`src/rtl/apb_multi_slave_mem.sv`:
```
`default_nettype none
// apb_multi_slave_mem: APB4 completer with per-slave word memories, wait states, byte strobes and fault reporting.
// Rev 1.0
module apb_multi_slave_mem #(
  parameter int                      NO_OF_SLAVES      = 4,
  parameter int                      ADDRESS_WIDTH     = 32,
  parameter int                      DATA_WIDTH        = 32,
  parameter int                      SLAVE_MEMORY_SIZE = 16,
  parameter int                      SLAVE_MEMORY_GAP  = 2,
  parameter logic [NO_OF_SLAVES-1:0] SECURE_SLAVE_MASK = '0,
  parameter int                      CNT_WIDTH         = 16
) (
  input  logic                      pclk,
  input  logic                      preset_n,
  input  logic [NO_OF_SLAVES-1:0]   pselx,
  input  logic                      penable,
  input  logic                      pwrite,
  input  logic [ADDRESS_WIDTH-1:0]  paddr,
  input  logic [DATA_WIDTH-1:0]     pwdata,
  input  logic [DATA_WIDTH/8-1:0]   pstrb,
  input  logic [2:0]                pprot,
  input  logic [4*NO_OF_SLAVES-1:0] wait_cfg,
  output logic [DATA_WIDTH-1:0]     prdata,
  output logic                      pready,
  output logic                      pslverr,
  output logic                      protocol_err,
  output logic [CNT_WIDTH-1:0]      wr_count,
  output logic [CNT_WIDTH-1:0]      rd_count,
  output logic [CNT_WIDTH-1:0]      err_count
);

  localparam int STRB_W     = DATA_WIDTH / 8;
  localparam int BYTE_SHIFT = (STRB_W > 1) ? $clog2(STRB_W) : 0;
  localparam int IDX_W      = (NO_OF_SLAVES > 1) ? $clog2(NO_OF_SLAVES) : 1;
  localparam int OFF_W      = (SLAVE_MEMORY_SIZE > 1) ? $clog2(SLAVE_MEMORY_SIZE) : 1;
  localparam logic [ADDRESS_WIDTH-1:0] STRIDE = ADDRESS_WIDTH'(SLAVE_MEMORY_SIZE + SLAVE_MEMORY_GAP);

  typedef enum logic [0:0] {IDLE = 1'b0, ACCESS = 1'b1} state_t;

  state_t                   state, state_next;
  logic [DATA_WIDTH-1:0]    mem [NO_OF_SLAVES][SLAVE_MEMORY_SIZE];

  logic [IDX_W-1:0]         sel_idx;
  logic [3:0]               sel_wait;
  logic                     sel_onehot, addr_mapped, addr_unaligned, sel_secure, setup_err;
  logic [ADDRESS_WIDTH-1:0] word_idx, region_base, region_off;

  logic [IDX_W-1:0]         idx_q;
  logic [OFF_W-1:0]         off_q;
  logic                     wr_q, err_q;
  logic [DATA_WIDTH-1:0]    wdata_q, rbuf_q;
  logic [STRB_W-1:0]        strb_q;
  logic [3:0]               wait_q;
  logic                     setup, idle_violation, complete, abort;

  // Lowest selected bit picks the slave; a multi-bit select is flagged as an error anyway.
  always_comb begin
    sel_idx  = '0;
    sel_wait = '0;
    for (int i = NO_OF_SLAVES - 1; i >= 0; i--) begin
      if (pselx[i]) begin
        sel_idx  = IDX_W'(i);
        sel_wait = wait_cfg[4*i +: 4];
      end
    end
  end

  assign sel_onehot     = (pselx != '0) && ((pselx & (pselx - NO_OF_SLAVES'(1))) == '0);
  assign word_idx       = paddr >> BYTE_SHIFT;
  assign region_base    = ADDRESS_WIDTH'(sel_idx) * STRIDE;
  assign region_off     = word_idx - region_base;
  assign addr_mapped    = (word_idx >= region_base) && (region_off < ADDRESS_WIDTH'(SLAVE_MEMORY_SIZE));
  assign addr_unaligned = (paddr & ADDRESS_WIDTH'(STRB_W - 1)) != '0;
  assign sel_secure     = SECURE_SLAVE_MASK[sel_idx] && pprot[1];
  assign setup_err      = !sel_onehot || !addr_mapped || addr_unaligned || sel_secure;

  // Only the non-secure bit of pprot affects the response.
  wire unused_prot = &{1'b0, pprot[2], pprot[0]};

  always_ff @(posedge pclk or negedge preset_n) begin
    if (!preset_n) state <= IDLE;
    else           state <= state_next;
  end

  always_comb begin
    state_next     = state;
    setup          = 1'b0;
    idle_violation = 1'b0;
    complete       = 1'b0;
    abort          = 1'b0;
    case (state)
      IDLE: begin
        if (pselx != '0) begin
          if (!penable) begin
            setup      = 1'b1;
            state_next = ACCESS;
          end else begin
            idle_violation = 1'b1;
          end
        end
      end
      ACCESS: begin
        if (pselx == '0) begin
          abort      = 1'b1;
          state_next = IDLE;
        end else if (wait_q == 4'd0) begin
          complete   = 1'b1;
          state_next = IDLE;
        end
      end
      default: state_next = IDLE;
    endcase
    pready  = complete;
    pslverr = complete && err_q;
    prdata  = (complete && !err_q && !wr_q) ? rbuf_q : '0;
  end

  always_ff @(posedge pclk or negedge preset_n) begin
    if (!preset_n) begin
      idx_q        <= '0;
      off_q        <= '0;
      wr_q         <= 1'b0;
      err_q        <= 1'b0;
      wdata_q      <= '0;
      rbuf_q       <= '0;
      strb_q       <= '0;
      wait_q       <= '0;
      protocol_err <= 1'b0;
      wr_count     <= '0;
      rd_count     <= '0;
      err_count    <= '0;
      for (int s = 0; s < NO_OF_SLAVES; s++) begin
        for (int w = 0; w < SLAVE_MEMORY_SIZE; w++) begin
          mem[s][w] <= '0;
        end
      end
    end else begin
      protocol_err <= idle_violation || abort;
      if (setup) begin
        idx_q   <= sel_idx;
        off_q   <= region_off[OFF_W-1:0];
        wr_q    <= pwrite;
        err_q   <= setup_err;
        wdata_q <= pwdata;
        strb_q  <= pstrb;
        wait_q  <= sel_wait;
        rbuf_q  <= setup_err ? '0 : mem[sel_idx][region_off[OFF_W-1:0]];
      end else if (state == ACCESS && !abort && wait_q != 4'd0) begin
        wait_q <= wait_q - 4'd1;
      end
      if (complete) begin
        if (err_q) begin
          if (err_count != '1) err_count <= err_count + CNT_WIDTH'(1);
        end else if (wr_q) begin
          if (wr_count != '1) wr_count <= wr_count + CNT_WIDTH'(1);
          for (int b = 0; b < STRB_W; b++) begin
            if (strb_q[b]) mem[idx_q][off_q][8*b +: 8] <= wdata_q[8*b +: 8];
          end
        end else begin
          if (rd_count != '1) rd_count <= rd_count + CNT_WIDTH'(1);
        end
      end
    end
  end

endmodule
`default_nettype wire

```
`config.mk`:
```
export PLATFORM = sky130hd
export DESIGN_NAME = apb_multi_slave_mem
export DESIGN_NICKNAME = d
export VERILOG_FILES = /design/src/rtl/apb_multi_slave_mem.sv
export SDC_FILE = /design/constraint.sdc
export NUM_CORES = 2
export LEC_CHECK = 0
export ABC_AREA = 1
export CAP_MARGIN = 20
export CORE_AREA = 2 2 362 507
export DETAILED_ROUTE_END_ITERATION = 10
export DIE_AREA = 0 0 364 509
export PLACE_DENSITY = 0.71
export SKIP_LAST_GASP = 1
export SYNTH_ARGS = -nofsm -noshare
export SYNTH_HDL_FRONTEND = slang
export SYNTH_SLANG_ARGS = --single-unit
```
`constraint.sdc`:
```
create_clock -name pclk -period 4.4 [get_ports pclk]
set_input_delay 0.66 -clock pclk [delete_from_list [all_inputs] [get_ports pclk]]
set_output_delay 0.66 -clock pclk [all_outputs]
set_load 0.01 [all_outputs]
```
==> metrics.md <==
| Metric | Value |
|---|---|
| VDD IR max | around 330 µV |
| Reg2reg path depth | 5 |
| Initial antenna violation count | 17 |
| Max-cap violations | 0 |
| Worst setup SP type | primary input |
| Setup tns final | 0 ns |
| Final count of hold timing violations | 0 |
| Endpoints failing setup | 0 |
| Seq/Total Area, Yosys | 0.5522 |
| TritonCTS clock tree | yes |
| Core Rows | approximately 190 |
| Gate Count Post-Synth | roughly 12k |
| Top FF cell, synth | dfrtp_1 |
| Port Buffers | 174 |
| First-pass GRT wire length | between 400,000 and 500,000 µm |
| Tmin final | ~4 ns |
| Routed Antenna Nets | 0 |
| Die height | ~510 µm |
| Commonest non-fill, non-tap cell in the layout | nand2_1 |
| Worst clock skew | around 0.046 ns |
| Largest net degree at the start of global routing | around 220 |
| Critical path class | primary input to output pin |
| Core area | 180,800 µm² |
| Worst slew margin | 0.1410 |
| Number of synthesized register bits | around 2.2k |
| Worst slew pin tran | 1.287 ns |
| RSZ-0062 raised after global routing | no |
| FF-to-FF setup slack | 1.21 ns |
| CTS max path bufs | 3 |
| Crit. End Element | output pin |
| Clock transition at path regs | roughly 0.060 ns |
| Asr flop ratio synth | 1.000 |
| Die area | 185,300 µm² |
| Fmax | 257.2 MHz |
| Mapped Avg Cell Area | 8.128 µm² |
| Layout cell share with drive strength beyond 1 | 0.05374 |
| Most frequent cells in the layout | nand2_1, o21ai_0, dfrtp_1 |
| Syn_nets | 12.25k |
| # resized after CTS | 0 |
| Total grt overflow | 0 |
| Vias in the first global route | between 80k and 90k |
| Pwr dens | around 430 nW/µm² |
| Hold path endpoint | wdata_q[6] |
| Worst skew pair latency | a little under 0.9 ns |
| Clk sinks | roughly 2.2k |
| Vias per cell | around 6.1 |
| Total CTS buffers | 201 |
| WL per Instance | ~22 µm |
| Worst endpoint required time | roughly 3.7 ns |
| Multi-input logic area | 39,840 µm² |
| Final Hold Slack | ~0.36 ns |
| Crit-path max FO | 33 |
| DRC | 0 |
| DRT iter0 DRCs | between 10k and 15k |
| Area overhead of the layout relative to synthesis | 10.37% |
| HP Start | pwdata[6] |
| Gpl congestion | approximately 0.96 |
| WL final | roughly 310,000 µm |
| Yosys warnings | 0 |
| Hold Path Cell Cnt | 3 |
| Status | completed |
| Post-CTS setup buffer count | 0 |
| Critical R2R Launch | idx_q[0] |
| Filler cells | about 16k |
| Worst Hold Class | primary input to flop |
| Critical Path AT | 3.23 ns |
| Seq. cell area | ~55,000 µm² |
| Vias | around 87k |
| Final Cycle Share | 0.8838 |
| Starting Density | 0.5460 |
| Detail Placement HPWL | roughly 190,000 µm |
| Slew Limit Fails | 0 |
| Unique masters post-synth | 43 |
| I/O pin cnt | approximately 180 |
| Root Driver | clkbuf_16 |
| EDFF count, synth | 0 |
| NumNets Final | between 10k and 15k |
| Mapped cell area | around 99,000 µm² |
| CTS H-tree lvls | 4 |
| Die W | ~360 µm |
| Initial DRT Pass Iterations | 9 |
| R2R Path End | mem[1827] |
| GRT Total Usage | 0.3389 |
| P_leak | around 47 nW |
[synth_stat cells, types with 2 or more instances]
cell,count,share of area
inv_1,157,0.0060
nand3_2,7,0.00071
inv_2,9,0.00034
buf_1,73,0.0028
nand2_1,3880,0.15
nand3b_1,3,0.00023
o221ai_1,192,0.017
xor2_1,33,0.0029
nor4_1,4,0.00025
o211ai_1,2,0.00015
dfrtp_1,2178,0.55
nand3_1,1473,0.075
nor3_2,3,0.00030
buf_2,131,0.0066
xnor2_1,15,0.0013
nor3_1,16,0.00081
mux2_2,2,0.00023
o21ai_0,2491,0.13
nor2_2,6,0.00038
a221oi_1,3,0.00027
nor2_1,626,0.024
or2_2,2,0.00013
nand4_1,22,0.0014
nor2_4,6,0.00068
nand2_2,7,0.00044
clkbuf_1,764,0.029
a31oi_1,2,0.00013
buf_6,2,0.00023
ha_1,8,0.0010
a21oi_1,9,0.00046
buf_4,6,0.00046
[report_power, final]
part	switching (W)	internal, W
Sequential	0.000244	0.0204
Combinational	0.00650	0.00139
Clock	0.00774	0.0103
Total	0.0145	0.0322
[per-layer routing]
metal  vias to the layer above  share of wire  global-route usage
met3                       859          0.097             0.07526
met2                      4304           0.44              0.5076
met5                         -         0.0012                   0
li1                      39570              -                   -
met4                        36          0.068              0.2093
met1                     42150           0.39              0.4501
[repair_timing]
| item | 4_1_cts | 5_1_grt |
|---|---|---|
| hold buffers | 1 | 0 |
| endpoints found under the setup margin | 0 | 0 |
| endpoints found under the hold margin | 63 | 0 |
[cells by family after synthesis]
family / share of synthesized area
and+or+nand+nor: 0.2518
AOI/OAI and AO/OA: 0.1448
DFF: 0.5522
buffers and inverters: 0.04551
xor gates and xnor gates: 0.004259
adders and majority gates: 0.001217
muxes: 0.0002281
[layout make-up]
cell class                 instances  share of cell area
sequential                      2178              0.5003
multi-input combinational       8823              0.3657
clock buffer                     300             0.05551
timing repair buffer             381             0.03725
tap                             2431             0.02792
clock inverter                    60            0.007006
inverter                         167            0.006007
antenna                           12           0.0002756
[state kept, by name (all words and copies together) (netlist names)]
signal / flops
err_count: 16
err_q: 1
idx_q: 2
mem: 2048
off_q: 4
protocol_err: 1
rbuf_q: 32
rd_count: 16
state: 1
strb_q: 4
wait_q: 4
wdata_q: 32
wr_count: 16
wr_q: 1
[critical path, stage by stage]
cell             delay [ns]
clkdlybuf4s50_1        0.64
nor2_1                 0.15
nand2_2                0.15
nand2_1                0.09
nor2_2                 0.13
inv_1                  0.15
nor2_4                 0.22
nand2_1                0.07
buf_4                  0.24
nor2_1                 0.15
clkdlybuf4s50_1        0.55
[stage by stage]
step | std cells | util | total power [W] | cell area [µm²] | setup WS [ns]
after detailed placement | 13980 | 0.5645 | 0.02865 | 102000 | 0.1356
after CTS | 14340 | 0.6022 | 0.04654 | 108900 | 0.5023
final | 14350 | 0.6026 | 0.04664 | 108900 | 0.5115
after global routing | 14340 | 0.6025 | 0.04812 | 108900 | 0.3326
after global placement | 13970 | 0.5642 | 0.02850 | 102000 | 0.1417
after floorplan | 12140 | - | 0.02505 | 98710 | 0.7006
[worst max path at each step]
stage	end	from	cells past startpoint
final	prdata[15]	pselx[2]	11
after floorplan	rbuf_q[21]	pselx[2]	23
after global routing	prdata[27]	pselx[2]	11
after CTS	prdata[15]	pselx[2]	11
after detailed placement	rbuf_q[27]	pselx[2]	19
after global placement	rbuf_q[25]	pselx[2]	19
Note: power is estimated with default switching activity, not from simulation.
